## src/rtl/dpi_stream_sequencer_if.sv

```systemverilog
// dpi_stream_sequencer_if
//   Groups the signals of the stream sequencer into one bundle:
//   - Packet input: in_data, in_valid, in_sop, in_eop (to the sequencer);
//     in_ready (from the sequencer).
//   - Enable-table config: cfg_we, cfg_addr, cfg_data, and flush.
//   - Matcher-bank control: load_state, stream_id, new_stream_id, enable,
//     char_in, char_in_vld, eop.
//   - Counters: pkt_count, drop_count.
//   Modports:
//   - master: the side that feeds packets and config.
//   - slave: the sequencer itself.
interface dpi_stream_sequencer_if #(
  parameter int NUM_REGEX = 8
);
  logic [7:0]           in_data;
  logic                 in_valid;
  logic                 in_sop;
  logic                 in_eop;
  logic                 in_ready;
  logic                 cfg_we;
  logic [5:0]           cfg_addr;
  logic [NUM_REGEX-1:0] cfg_data;
  logic                 flush;
  logic                 load_state;
  logic [5:0]           stream_id;
  logic                 new_stream_id;
  logic [NUM_REGEX-1:0] enable;
  logic [7:0]           char_in;
  logic                 char_in_vld;
  logic                 eop;
  logic [15:0]          pkt_count;
  logic [15:0]          drop_count;

  modport master (
    output in_data, in_valid, in_sop, in_eop, cfg_we, cfg_addr, cfg_data, flush,
    input  in_ready, load_state, stream_id, new_stream_id, enable,
           char_in, char_in_vld, eop, pkt_count, drop_count
  );

  modport slave (
    input  in_data, in_valid, in_sop, in_eop, cfg_we, cfg_addr, cfg_data, flush,
    output in_ready, load_state, stream_id, new_stream_id, enable,
           char_in, char_in_vld, eop, pkt_count, drop_count
  );
endinterface

```

## src/rtl/dpi_stream_sequencer.sv

```systemverilog
// dpi_stream_sequencer
//   Front end for the per-regex matcher bank.
//   - It takes a byte-serial packet stream whose first four bytes are a
//     32-bit flow key.
//   - It maps the key to a 6-bit stream ID through a 64-entry fully
//     associative table.
//   - It then drives the matcher control sequence: load_state, the payload
//     characters, and a delayed eop.
//   - The per-stream enable mask comes from a table that the CPU can write.
//   Ports:
//   - clk: clock.
//   - rst_n: synchronous reset, active low.
//   - io_seq: slave side of dpi_stream_sequencer_if. It carries the packet
//     input and handshake, the config/flush inputs, the matcher control
//     outputs, and the counters.
//   Parameters:
//   - NUM_REGEX: width of the enable mask.
//   - DEFAULT_EN: mask given to a freshly allocated ID.
//   - EOP_DELAY: idle cycles between the last char and eop. Minimum 2.
module dpi_stream_sequencer #(
  parameter int                   NUM_REGEX  = 8,
  parameter logic [NUM_REGEX-1:0] DEFAULT_EN = '1,
  parameter int                   EOP_DELAY  = 2
) (
  input logic                   clk,
  input logic                   rst_n,
  dpi_stream_sequencer_if.slave io_seq
);

  typedef enum logic [2:0] {
    IDLE, KEY, LOOKUP, LOAD, SETTLE, PAYLOAD, DRAIN, EOP
  } state_t;

  state_t               r_state;
  logic [31:0]          r_key;
  logic [1:0]           r_keyCnt;
  logic                 r_pendEop;
  logic [7:0]           r_drainCnt;
  logic [63:0]          r_valid;
  logic [5:0]           r_victim;
  logic                 r_flushPend;
  logic                 r_inReady;
  logic                 r_loadState;
  logic [5:0]           r_streamId;
  logic                 r_newId;
  logic [NUM_REGEX-1:0] r_enable;
  logic [7:0]           r_charIn;
  logic                 r_charVld;
  logic                 r_eop;
  logic [15:0]          r_pktCount;
  logic [15:0]          r_dropCount;

  logic [31:0]          r_keyTable [64];
  logic [NUM_REGEX-1:0] r_enTable  [64];

  logic       w_accept;
  logic       w_drop;
  logic       w_hit;
  logic [5:0] w_hitIdx;
  logic [5:0] w_freeIdx;
  logic       w_freeExists;
  logic [5:0] w_allocIdx;

  assign w_accept = io_seq.in_valid & r_inReady;

  // A runt is a packet that ends before its 4th key byte. A stray byte is
  // one that arrives in IDLE without sop. Both count as drops.
  assign w_drop = w_accept &&
                  ((r_state == IDLE && (!io_seq.in_sop || io_seq.in_eop)) ||
                   (r_state == KEY && io_seq.in_eop && r_keyCnt != 2'd3));

  // Compare the key against all entries in parallel. The loop runs from the
  // top index down, so the lowest matching index and the lowest free index
  // are the ones left at the end.
  always_comb begin
    w_hit     = 1'b0;
    w_hitIdx  = 6'd0;
    w_freeIdx = 6'd0;
    for (int i = 63; i >= 0; i--) begin
      if (r_valid[i] && r_keyTable[i] == r_key) begin
        w_hit    = 1'b1;
        w_hitIdx = 6'(i);
      end
      if (!r_valid[i]) begin
        w_freeIdx = 6'(i);
      end
    end
  end

  assign w_freeExists = ~&r_valid;
  assign w_allocIdx   = w_freeExists ? w_freeIdx : r_victim;

  // The key and enable arrays are not reset; the valid bits decide whether
  // an entry is live. An allocation's DEFAULT_EN is written after the cfg
  // write, so it wins when both hit the same index in the same cycle.
  always_ff @(posedge clk) begin
    if (io_seq.cfg_we) begin
      r_enTable[io_seq.cfg_addr] <= io_seq.cfg_data;
    end
    if (rst_n && r_state == LOOKUP && !w_hit) begin
      r_enTable[w_allocIdx]  <= DEFAULT_EN;
      r_keyTable[w_allocIdx] <= r_key;
    end
  end

  // Main sequencer.
  // - Every output is registered. Each one is set on the transition into
  //   the state where it must be visible.
  // - in_ready is 1 exactly in IDLE, KEY and PAYLOAD. It is 0 during the
  //   first cycle after reset.
  always_ff @(posedge clk) begin
    if (!rst_n) begin
      r_state     <= IDLE;
      r_key       <= 32'd0;
      r_keyCnt    <= 2'd0;
      r_pendEop   <= 1'b0;
      r_drainCnt  <= 8'd0;
      r_valid     <= 64'd0;
      r_victim    <= 6'd0;
      r_flushPend <= 1'b0;
      r_inReady   <= 1'b0;
      r_loadState <= 1'b0;
      r_streamId  <= 6'd0;
      r_newId     <= 1'b0;
      r_enable    <= '0;
      r_charIn    <= 8'd0;
      r_charVld   <= 1'b0;
      r_eop       <= 1'b0;
      r_pktCount  <= 16'd0;
      r_dropCount <= 16'd0;
    end else begin
      r_loadState <= 1'b0;
      r_charVld   <= 1'b0;
      r_eop       <= 1'b0;

      case (r_state)
        IDLE: begin
          r_inReady <= 1'b1;
          if (w_accept && io_seq.in_sop && !io_seq.in_eop) begin
            r_key    <= {r_key[23:0], io_seq.in_data};
            r_keyCnt <= 2'd1;
            r_state  <= KEY;
          end
        end

        KEY: begin
          if (w_accept) begin
            r_key <= {r_key[23:0], io_seq.in_data};
            if (r_keyCnt == 2'd3) begin
              r_pendEop <= io_seq.in_eop;
              r_inReady <= 1'b0;
              r_state   <= LOOKUP;
            end else if (io_seq.in_eop) begin
              r_state <= IDLE;
            end else begin
              r_keyCnt <= r_keyCnt + 2'd1;
            end
          end
        end

        LOOKUP: begin
          r_loadState <= 1'b1;
          r_state     <= LOAD;
          if (w_hit) begin
            r_streamId <= w_hitIdx;
            r_newId    <= 1'b0;
            r_enable   <= r_enTable[w_hitIdx];
          end else begin
            r_streamId          <= w_allocIdx;
            r_newId             <= 1'b1;
            r_enable            <= DEFAULT_EN;
            r_valid[w_allocIdx] <= 1'b1;
            if (!w_freeExists) begin
              r_victim <= r_victim + 6'd1;
            end
          end
        end

        LOAD: begin
          r_state <= SETTLE;
        end

        // A key-only packet skips PAYLOAD. It has no trailing char cycle,
        // so it drains one cycle less.
        SETTLE: begin
          if (r_pendEop) begin
            r_drainCnt <= 8'(EOP_DELAY - 1);
            r_state    <= DRAIN;
          end else begin
            r_inReady <= 1'b1;
            r_state   <= PAYLOAD;
          end
        end

        PAYLOAD: begin
          if (w_accept) begin
            r_charIn  <= io_seq.in_data;
            r_charVld <= 1'b1;
            if (io_seq.in_eop) begin
              r_inReady  <= 1'b0;
              r_drainCnt <= 8'(EOP_DELAY);
              r_state    <= DRAIN;
            end
          end
        end

        DRAIN: begin
          if (r_drainCnt == 8'd0) begin
            r_eop   <= 1'b1;
            r_state <= EOP;
          end else begin
            r_drainCnt <= r_drainCnt - 8'd1;
          end
        end

        EOP: begin
          r_pktCount <= r_pktCount + 16'd1;
          r_pendEop  <= 1'b0;
          r_inReady  <= 1'b1;
          r_state    <= IDLE;
        end

        default: begin
          r_state <= IDLE;
        end
      endcase

      if (w_drop && r_dropCount != 16'hFFFF) begin
        r_dropCount <= r_dropCount + 16'd1;
      end

      // Flush only acts while IDLE, so a packet in flight keeps its
      // entry. A flush seen in any other state is held until IDLE.
      if (r_state == IDLE && (io_seq.flush || r_flushPend)) begin
        r_valid     <= 64'd0;
        r_victim    <= 6'd0;
        r_flushPend <= 1'b0;
      end else if (io_seq.flush) begin
        r_flushPend <= 1'b1;
      end
    end
  end

  assign io_seq.in_ready      = r_inReady;
  assign io_seq.load_state    = r_loadState;
  assign io_seq.stream_id     = r_streamId;
  assign io_seq.new_stream_id = r_newId;
  assign io_seq.enable        = r_enable;
  assign io_seq.char_in       = r_charIn;
  assign io_seq.char_in_vld   = r_charVld;
  assign io_seq.eop           = r_eop;
  assign io_seq.pkt_count     = r_pktCount;
  assign io_seq.drop_count    = r_dropCount;

endmodule

```

## src/flat_wrapper.sv

```systemverilog
// flat-port wrapper written by rule: the top's interface ports become plain ports
module dpi_stream_sequencer_flat 
#(
  parameter int                   NUM_REGEX  = 8,
  parameter logic [NUM_REGEX-1:0] DEFAULT_EN = '1,
  parameter int                   EOP_DELAY  = 2
)
  (clk, rst_n, io_seq_in_data, io_seq_in_valid, io_seq_in_sop, io_seq_in_eop, io_seq_cfg_we, io_seq_cfg_addr, io_seq_cfg_data, io_seq_flush, io_seq_in_ready, io_seq_load_state, io_seq_stream_id, io_seq_new_stream_id, io_seq_enable, io_seq_char_in, io_seq_char_in_vld, io_seq_eop, io_seq_pkt_count, io_seq_drop_count);
  dpi_stream_sequencer_if #(.NUM_REGEX(NUM_REGEX)) io_seq_i ();
  input logic clk;
  input logic rst_n;
  input wire logic [$bits(io_seq_i.in_data)-1:0] io_seq_in_data;
  input wire logic [$bits(io_seq_i.in_valid)-1:0] io_seq_in_valid;
  input wire logic [$bits(io_seq_i.in_sop)-1:0] io_seq_in_sop;
  input wire logic [$bits(io_seq_i.in_eop)-1:0] io_seq_in_eop;
  input wire logic [$bits(io_seq_i.cfg_we)-1:0] io_seq_cfg_we;
  input wire logic [$bits(io_seq_i.cfg_addr)-1:0] io_seq_cfg_addr;
  input wire logic [$bits(io_seq_i.cfg_data)-1:0] io_seq_cfg_data;
  input wire logic [$bits(io_seq_i.flush)-1:0] io_seq_flush;
  output wire logic [$bits(io_seq_i.in_ready)-1:0] io_seq_in_ready;
  output wire logic [$bits(io_seq_i.load_state)-1:0] io_seq_load_state;
  output wire logic [$bits(io_seq_i.stream_id)-1:0] io_seq_stream_id;
  output wire logic [$bits(io_seq_i.new_stream_id)-1:0] io_seq_new_stream_id;
  output wire logic [$bits(io_seq_i.enable)-1:0] io_seq_enable;
  output wire logic [$bits(io_seq_i.char_in)-1:0] io_seq_char_in;
  output wire logic [$bits(io_seq_i.char_in_vld)-1:0] io_seq_char_in_vld;
  output wire logic [$bits(io_seq_i.eop)-1:0] io_seq_eop;
  output wire logic [$bits(io_seq_i.pkt_count)-1:0] io_seq_pkt_count;
  output wire logic [$bits(io_seq_i.drop_count)-1:0] io_seq_drop_count;
  assign io_seq_i.in_data = io_seq_in_data;
  assign io_seq_i.in_valid = io_seq_in_valid;
  assign io_seq_i.in_sop = io_seq_in_sop;
  assign io_seq_i.in_eop = io_seq_in_eop;
  assign io_seq_i.cfg_we = io_seq_cfg_we;
  assign io_seq_i.cfg_addr = io_seq_cfg_addr;
  assign io_seq_i.cfg_data = io_seq_cfg_data;
  assign io_seq_i.flush = io_seq_flush;
  assign io_seq_in_ready = io_seq_i.in_ready;
  assign io_seq_load_state = io_seq_i.load_state;
  assign io_seq_stream_id = io_seq_i.stream_id;
  assign io_seq_new_stream_id = io_seq_i.new_stream_id;
  assign io_seq_enable = io_seq_i.enable;
  assign io_seq_char_in = io_seq_i.char_in;
  assign io_seq_char_in_vld = io_seq_i.char_in_vld;
  assign io_seq_eop = io_seq_i.eop;
  assign io_seq_pkt_count = io_seq_i.pkt_count;
  assign io_seq_drop_count = io_seq_i.drop_count;
  dpi_stream_sequencer #(.NUM_REGEX(NUM_REGEX), .DEFAULT_EN(DEFAULT_EN), .EOP_DELAY(EOP_DELAY)) u_core (.clk(clk), .rst_n(rst_n), .io_seq(io_seq_i));
endmodule
```

## config.mk

```make
export PLATFORM = sky130hd
export DESIGN_NAME = dpi_stream_sequencer_flat
export DESIGN_NICKNAME = d
export VERILOG_FILES = /design/src/rtl/dpi_stream_sequencer_if.sv /design/src/rtl/dpi_stream_sequencer.sv /design/src/flat_wrapper.sv
export SDC_FILE = /design/constraint.sdc
export NUM_CORES = 2
export LEC_CHECK = 0
export ABC_AREA = 1
export CAP_MARGIN = 15
export CORE_MARGIN = 3
export CORE_UTILIZATION = 57
export DETAILED_ROUTE_END_ITERATION = 7
export GPL_TIMING_DRIVEN = 1
export HOLD_SLACK_MARGIN = 0.12
export PLACE_DENSITY = 0.76
export SYNTH_ARGS = -nofsm -noshare
export SYNTH_HDL_FRONTEND = slang
export SYNTH_SLANG_ARGS = --single-unit
```

## constraint.sdc

```tcl
create_clock -name clk -period 7.47 [get_ports clk]
set_clock_uncertainty 0.05 [all_clocks]
set_input_delay 1.1205 -clock clk [delete_from_list [all_inputs] [get_ports clk]]
set_output_delay 1.1205 -clock clk [all_outputs]
set_load 0.03 [all_outputs]
```

Yosys cells after proc, flatten, opt, wreduce, memory -nomap -nowiden
Memory sizes are Yosys's and may differ from the RTL's. Index checks and enable logic that the tools add are counted.

Flip-flop bits (word level): 176. Logic and storage cells: 454. Bits in writable memories: 2560. Memories kept: 2. Output and inout port bits: 59. Input port bits: 29.

Memories: u_core.r_keyTable (depth 64, bits a word 32, read ports 64, clocked after Yosys merged registers in 0, write ports 1, RTL line dpi_stream_sequencer.sv:53) `logic [31:0] r_keyTable [64];`; u_core.r_enTable (depth 64, bits a word 8, read ports 1, clocked after Yosys merged registers in 0, write ports 2, RTL line dpi_stream_sequencer.sv:54) `logic [NUM_REGEX-1:0] r_enTable [64];`.

Reduce and logical (&&, ||, !) cells: 101. Add/sub/neg operators: 5. Magnitude comparators: 2. Multiplexer cells: 236. Eq/ne operators: 86. Bitwise operators: 4.

Operators by type and width (number): equality test 32 bit (64); 2-to-1 mux 6 bit (130); 2-to-1 mux 1 bit (80); logical AND 1 bit (75); AND reduction 66 bit (1); 2-to-1 mux 32 bit (2); OR 64 bit (1); one-hot mux 32 bit (2 select lines) (1); AND reduction 64 bit (1); 2-to-1 mux 8 bit (5); adder 16 x 1 -> 16 bit, second input constant (2); one-hot mux 3 bit (8 select lines) (1); one-hot mux 8 bit (3 select lines) (1); 2-to-1 mux 3 bit (7); inequality test 16 bit, second input constant (1); inequality test 2 bit, second input constant (8); equality test 3 bit, second input constant (4); AND reduction 6 bit (2); 2-to-1 mux 2 bit (5); AND reduction 5 bit (2); zero test 8 bit (1); inequality test 2 x 1 -> 1 bit, second input constant (4); AND reduction 2 bit (4); subtractor 8 x 1 -> 8 bit, second input constant (1); other kinds (22) (31).

Longest topological paths before layout
An unclocked memory read counts as a cell.

Word-level depth: 71. Mapped depth: 87. Mapped depth without buffers: 84.

Worst setup path before layout
Ideal clock, no wire load.

Path type: register to register. Start point: reg u_core.r_key[13]. End point: mem u_core.r_enTable[3][0]. Library setup time: 80 ps. Data arrival time: 7190 ps. Path slack: 149 ps. Clock period less this slack: 7321 ps. Stages on the path, launching flop included: 31. Data required time: 7340 ps. Path through: dfxtp_1 > inv_2 > buf_2 > buf_4 > buf_2 > buf_1 > buf_2 > buf_2 > buf_2 > buf_2 > buf_2 > buf_2 > buf_2 > o22ai_1 > a21oi_1 > nand4_1 > and2_1 > nand2_1 > nor2_1 > nand4_1 > nor4_1 > and2_1 > nand2_1 > inv_1 > nand2_1 > nor2_1 > buf_2 > nand2_1 > nor2_1 > inv_1 > o211ai_1.

RTL lines: from (decl) (RTL line dpi_stream_sequencer.sv:35) `logic [31:0] r_key;`; from (signal assigned) (RTL line dpi_stream_sequencer.sv:140) `r_key <= {r_key[23:0], io_seq.in_data};`; from (signal assigned) (RTL line dpi_stream_sequencer.sv:148) `r_key <= {r_key[23:0], io_seq.in_data};`; to (decl) (RTL line dpi_stream_sequencer.sv:54).

Worst setup path after layout
Start point: reg u_core.r_key[9]. End point: reg u_core.r_enable[7], in the netlist u_core.io_seq.enable[7].

Cells in the longest elaborated chain, start to end: 68. Elaborated cells between the ends (all ways): 258.

RTL lines: equality test 32 bit (RTL line dpi_stream_sequencer.sv:80) `if (r_valid[i] && r_keyTable[i] == r_key) begin`; logical AND 1 bit (RTL line dpi_stream_sequencer.sv:80); 2-to-1 mux 6 bit (64 in a row) (RTL line dpi_stream_sequencer.sv:80); memory read (64 x 8 bit); 2-to-1 mux 8 bit * (RTL line dpi_stream_sequencer.sv:164) `if (w_hit) begin`; to (signal assigned) (RTL line dpi_stream_sequencer.sv:167) `r_enable <= r_enTable[w_hitIdx];`; to (decl) (RTL line dpi_stream_sequencer.sv:46) `logic [NUM_REGEX-1:0] r_enable;`.

Every way passes the cells marked *; elsewhere a longest branch is shown, timed or not. A chain may end at the register's enable or synchronous reset.

==> flow_summary_export.csv <==
group,metric,value,unit
global_route,grt_overflow,0,
worst_setup_path,path_class,"register to register",
clock_network,numCtsBuffers,298,
place,gp_congestion,1.044,
synth,synth-compound-area-share,11.44,%
synth,synthCells,10819,
sta,period_needed,7.435,ns
pwr,p_total,37.90,mW
final_layout,multi_input_area,38880,sq um
sta,grt_setup_unrepaired,"true",
synth,synth_top_family_by_area,"simple AND/OR/NAND/NOR gates",
synth,syn_nets,10854,
pwr,p_int,27.31,mW
pwr,pwr-share-clk,37.8,%
route,wirelength,448.5,mm
final_layout,nets,11434,
synth,yosysTopAreaCell,"edfxtp_1",
pwr,seqPwrFrac,46.3,%
sta,max-slew-margin-rel,6.523,%
route,postRouteAntennaNets,0,
synth,synth_edf_count,2048,
synth,syn-mean-instance-area,10.90,sq um
route,drc,0,
route,first_iter_violations,19015,
pwr,p_leak,50.74,nW
synth,synthTopCellsByCount,"2235 x nand2_1, 2048 x edfxtp_1, 778 x nand3_1, 688 x dfxtp_1, 594 x o21ai_0",
global_route,track_usage,40.70,%
clock_network,cts_buffer_depth,4,
die,dieArea,212300,sq um
run_status,status,"finished, final reports clean",
worst_setup_path,crit_top_cell,"nand2_1",
pwr,powerDensity,273.7,nW/um^2
synth,syn_area,117900,sq um
synth,muxShareOfSynthArea,0,%
die,fp.coreArea,205200,sq um
pwr,switching_power,10.60,mW
pwr,switching_share,27.95,%
synth,synth_top_area_share,52.16,%
route,vias,97969,
pwr,combPwrFrac,15.8,%
worst_hold_path,hold_path_class,"register to register",
synth,synth_flop_cell,"edfxtp_1",
sta,setup_viol,0,
synth,ys_seq_area_share,63.84,%
synth,ys_types,52,
die,die-width,460.8,microns
die,io-pin-count,88,
global_route,grt_max_degree,129,
synth,ys_seq_elements,2736,
sta,fin_hold_ws,0.4251,ns
synth,yosys_warnings,0,
final_layout,ff_latch_area,75390,sq um
place,dpl.hpwl,284.2,mm
clock_network,path_clk_slew,0.06,ns
run,maxCapViolCount,0,
sta,tightest_slew,1.398,ns
worst_setup_path,cp_slowest_cell,"nand4_1",
final_layout,area_growth,17.46,%
clock_network,numClockSinks,2736,
place,port_buffers,87,
global_route,antenna_found_initial,20,
worst_setup_path,slowest_delay,0.67,ns
worst_setup_path,cp_data_arrival_time,8.25,ns
sta,max_freq,134.5,MHz
synth,synthXorXnorAreaFrac,4.821,%
synth,synthArstFlopShare,0,%
sta,slew_violations,0,
pwr,peakVddDrop,0.3120,mV
die,start_util,57.46,%
clock_network,cts_htree_levels,5,
clock_network,root_buffer,"clkbuf_16",
worst_setup_path,crit_required,8.29,ns
die,rows,166,
clock_network,hold_buffers,0,
synth,synth_area_leaders,"edfxtp_1 52%, dfxtp_1 12%, nand2_1 7.1%",
route,drt_pass1_iterations,7,
route,via_per_inst,6.843,
route,routedWlPerCell,31.33,microns
global_route,grt_first_pass_wirelength,624.8,mm
die,die_h,460.8,microns
synth,synthSimpleGateAreaFrac,15.79,%
worst_setup_path,cp_max_fo,15,
worst_setup_path,end_kind,"register",
sta,post-route-period-util,99.53,%
clock_network,clk_latency,0.96,ns
worst_setup_path,worstSetupStartpointType,"register",
global_route,grt_pass1_vias,90606,
synth,synth.most_common_cell,"nand2_1",
sta,hold_viol_final,0,
clock_network,cts_tree,"yes",
synth,synth_fa_ha_area_share,0.06367,%
final_layout,fillCellCount,14682,
final_layout,drive_above_1_share,13.67,%
-- worst max-delay path: cells and delay by family (launching register included) --
family | cells | cell delay, ns
compound gates | 2 | 0.82
buf+inv | 9 | 1.33
flops | 1 | 0.36
simple gates | 38 | 4.75
-- power groups by stage --
stage	logic (mW)	registers (mW)	clock network, mW
5_1_grt	6.11	17.6	14.9
2_1_floorplan	2.61	17.9	0
6_report	5.99	17.6	14.3
3_3_place_gp	5.42	17.9	0
3_5_place_dp	5.52	17.9	0
4_1_cts	5.57	17.5	14.3
-- per-layer routing --
metal | vias to the layer above | GRT usage, % | part of all wire, %
li1 | 40492 | - | -
met1 | 46460 | 53.82 | 34
met2 | 9037 | 58.51 | 42
met3 | 1962 | 12.42 | 16
met4 | 18 | 25.84 | 7.8
met5 | - | 0.1148 | 0.030
-- worst paths after layout --
kind                                   to  slack (ns)  depth (start not counted)          startpoint
setup / recovery  u_core.io_seq.enable[7]        0.04                         49     u_core.r_key[9]
hold / removal         u_core.r_victim[5]        0.43                          2  u_core.r_victim[5]
setup reg to reg  u_core.io_seq.enable[7]        0.04                         49     u_core.r_key[9]
hold reg to reg        u_core.r_victim[5]        0.43                          2  u_core.r_victim[5]
-- registers in the layout, indices dropped and copies added (netlist names), 6 cells and up --
signal                    cells
u_core.io_seq.pkt_count      16
u_core.io_seq.stream_id       6
u_core.io_seq.char_in         8
u_core.r_drainCnt             8
u_core.r_key                 32
u_core.r_valid               64
u_core.r_keyTable          2048
u_core.io_seq.drop_count     16
u_core.io_seq.enable          8
u_core.r_victim               6
u_core.r_enTable            512
-- cell families after synthesis --
group / count (synthesis)
buffers and inverters: 1118
flip-flops: 2736
AND/OR/NAND/NOR: 4234
AO/OA/AOI/OAI: 2076
XOR/XNOR: 649
adder cells (fa/ha/maj): 6
-- area by class of cell --
| class | instances | share of cell area (%) |
|---|---|---|
| clock inverters | 117 | 0.7544 |
| flip-flops and latches | 2736 | 54.44 |
| clock buffers | 397 | 5.927 |
| multi-input cells | 6969 | 28.07 |
| well taps | 2688 | 2.428 |
| inverters | 445 | 1.294 |
| repair buffers | 949 | 7.059 |
| diodes | 16 | 0.02891 |
-- what timing repair did --
item | CTS | global route
gates cloned | 0 | 24
setup buffers | 0 | 47
gates resized for setup | 2 | 250
endpoints found under the setup margin | 7 | 2149
pin swaps | 0 | 78
-- metrics by stage --
step                      area [sq um]  std cells  util [%]  setup TNS, ns  setup slack, ns
after detailed placement        127200      13714     62.01              0          0.06067
after global routing            138500      14303     67.47         -2.415          -0.3240
after floorplan                 117900      10819         -              0           0.1493
after global placement          127200      13714     62.01         -2.131          -0.3092
after CTS                       136500      14228     66.52              0          0.01011
final                           138500      14317     67.49              0          0.03546
-- cells in the final DEF (no fill, tap or decap), types with 104 or more instances in the layout --
master and count:
clkbuf_16 320, o21ai_0 583, xnor2_1 384, a21oi_1 220, nor3_1 104, nor4_1 193, edfxtp_1 2048, buf_12 153
o22ai_1 333, xor2_1 262, inv_1 387, nand2_1 2168, nand4_1 156, dfxtp_1 656, nand3_1 733, buf_4 650
o211ai_1 424, nor2_1 492, a22o_1 179
Note: power is estimated with default switching activity, not from simulation.
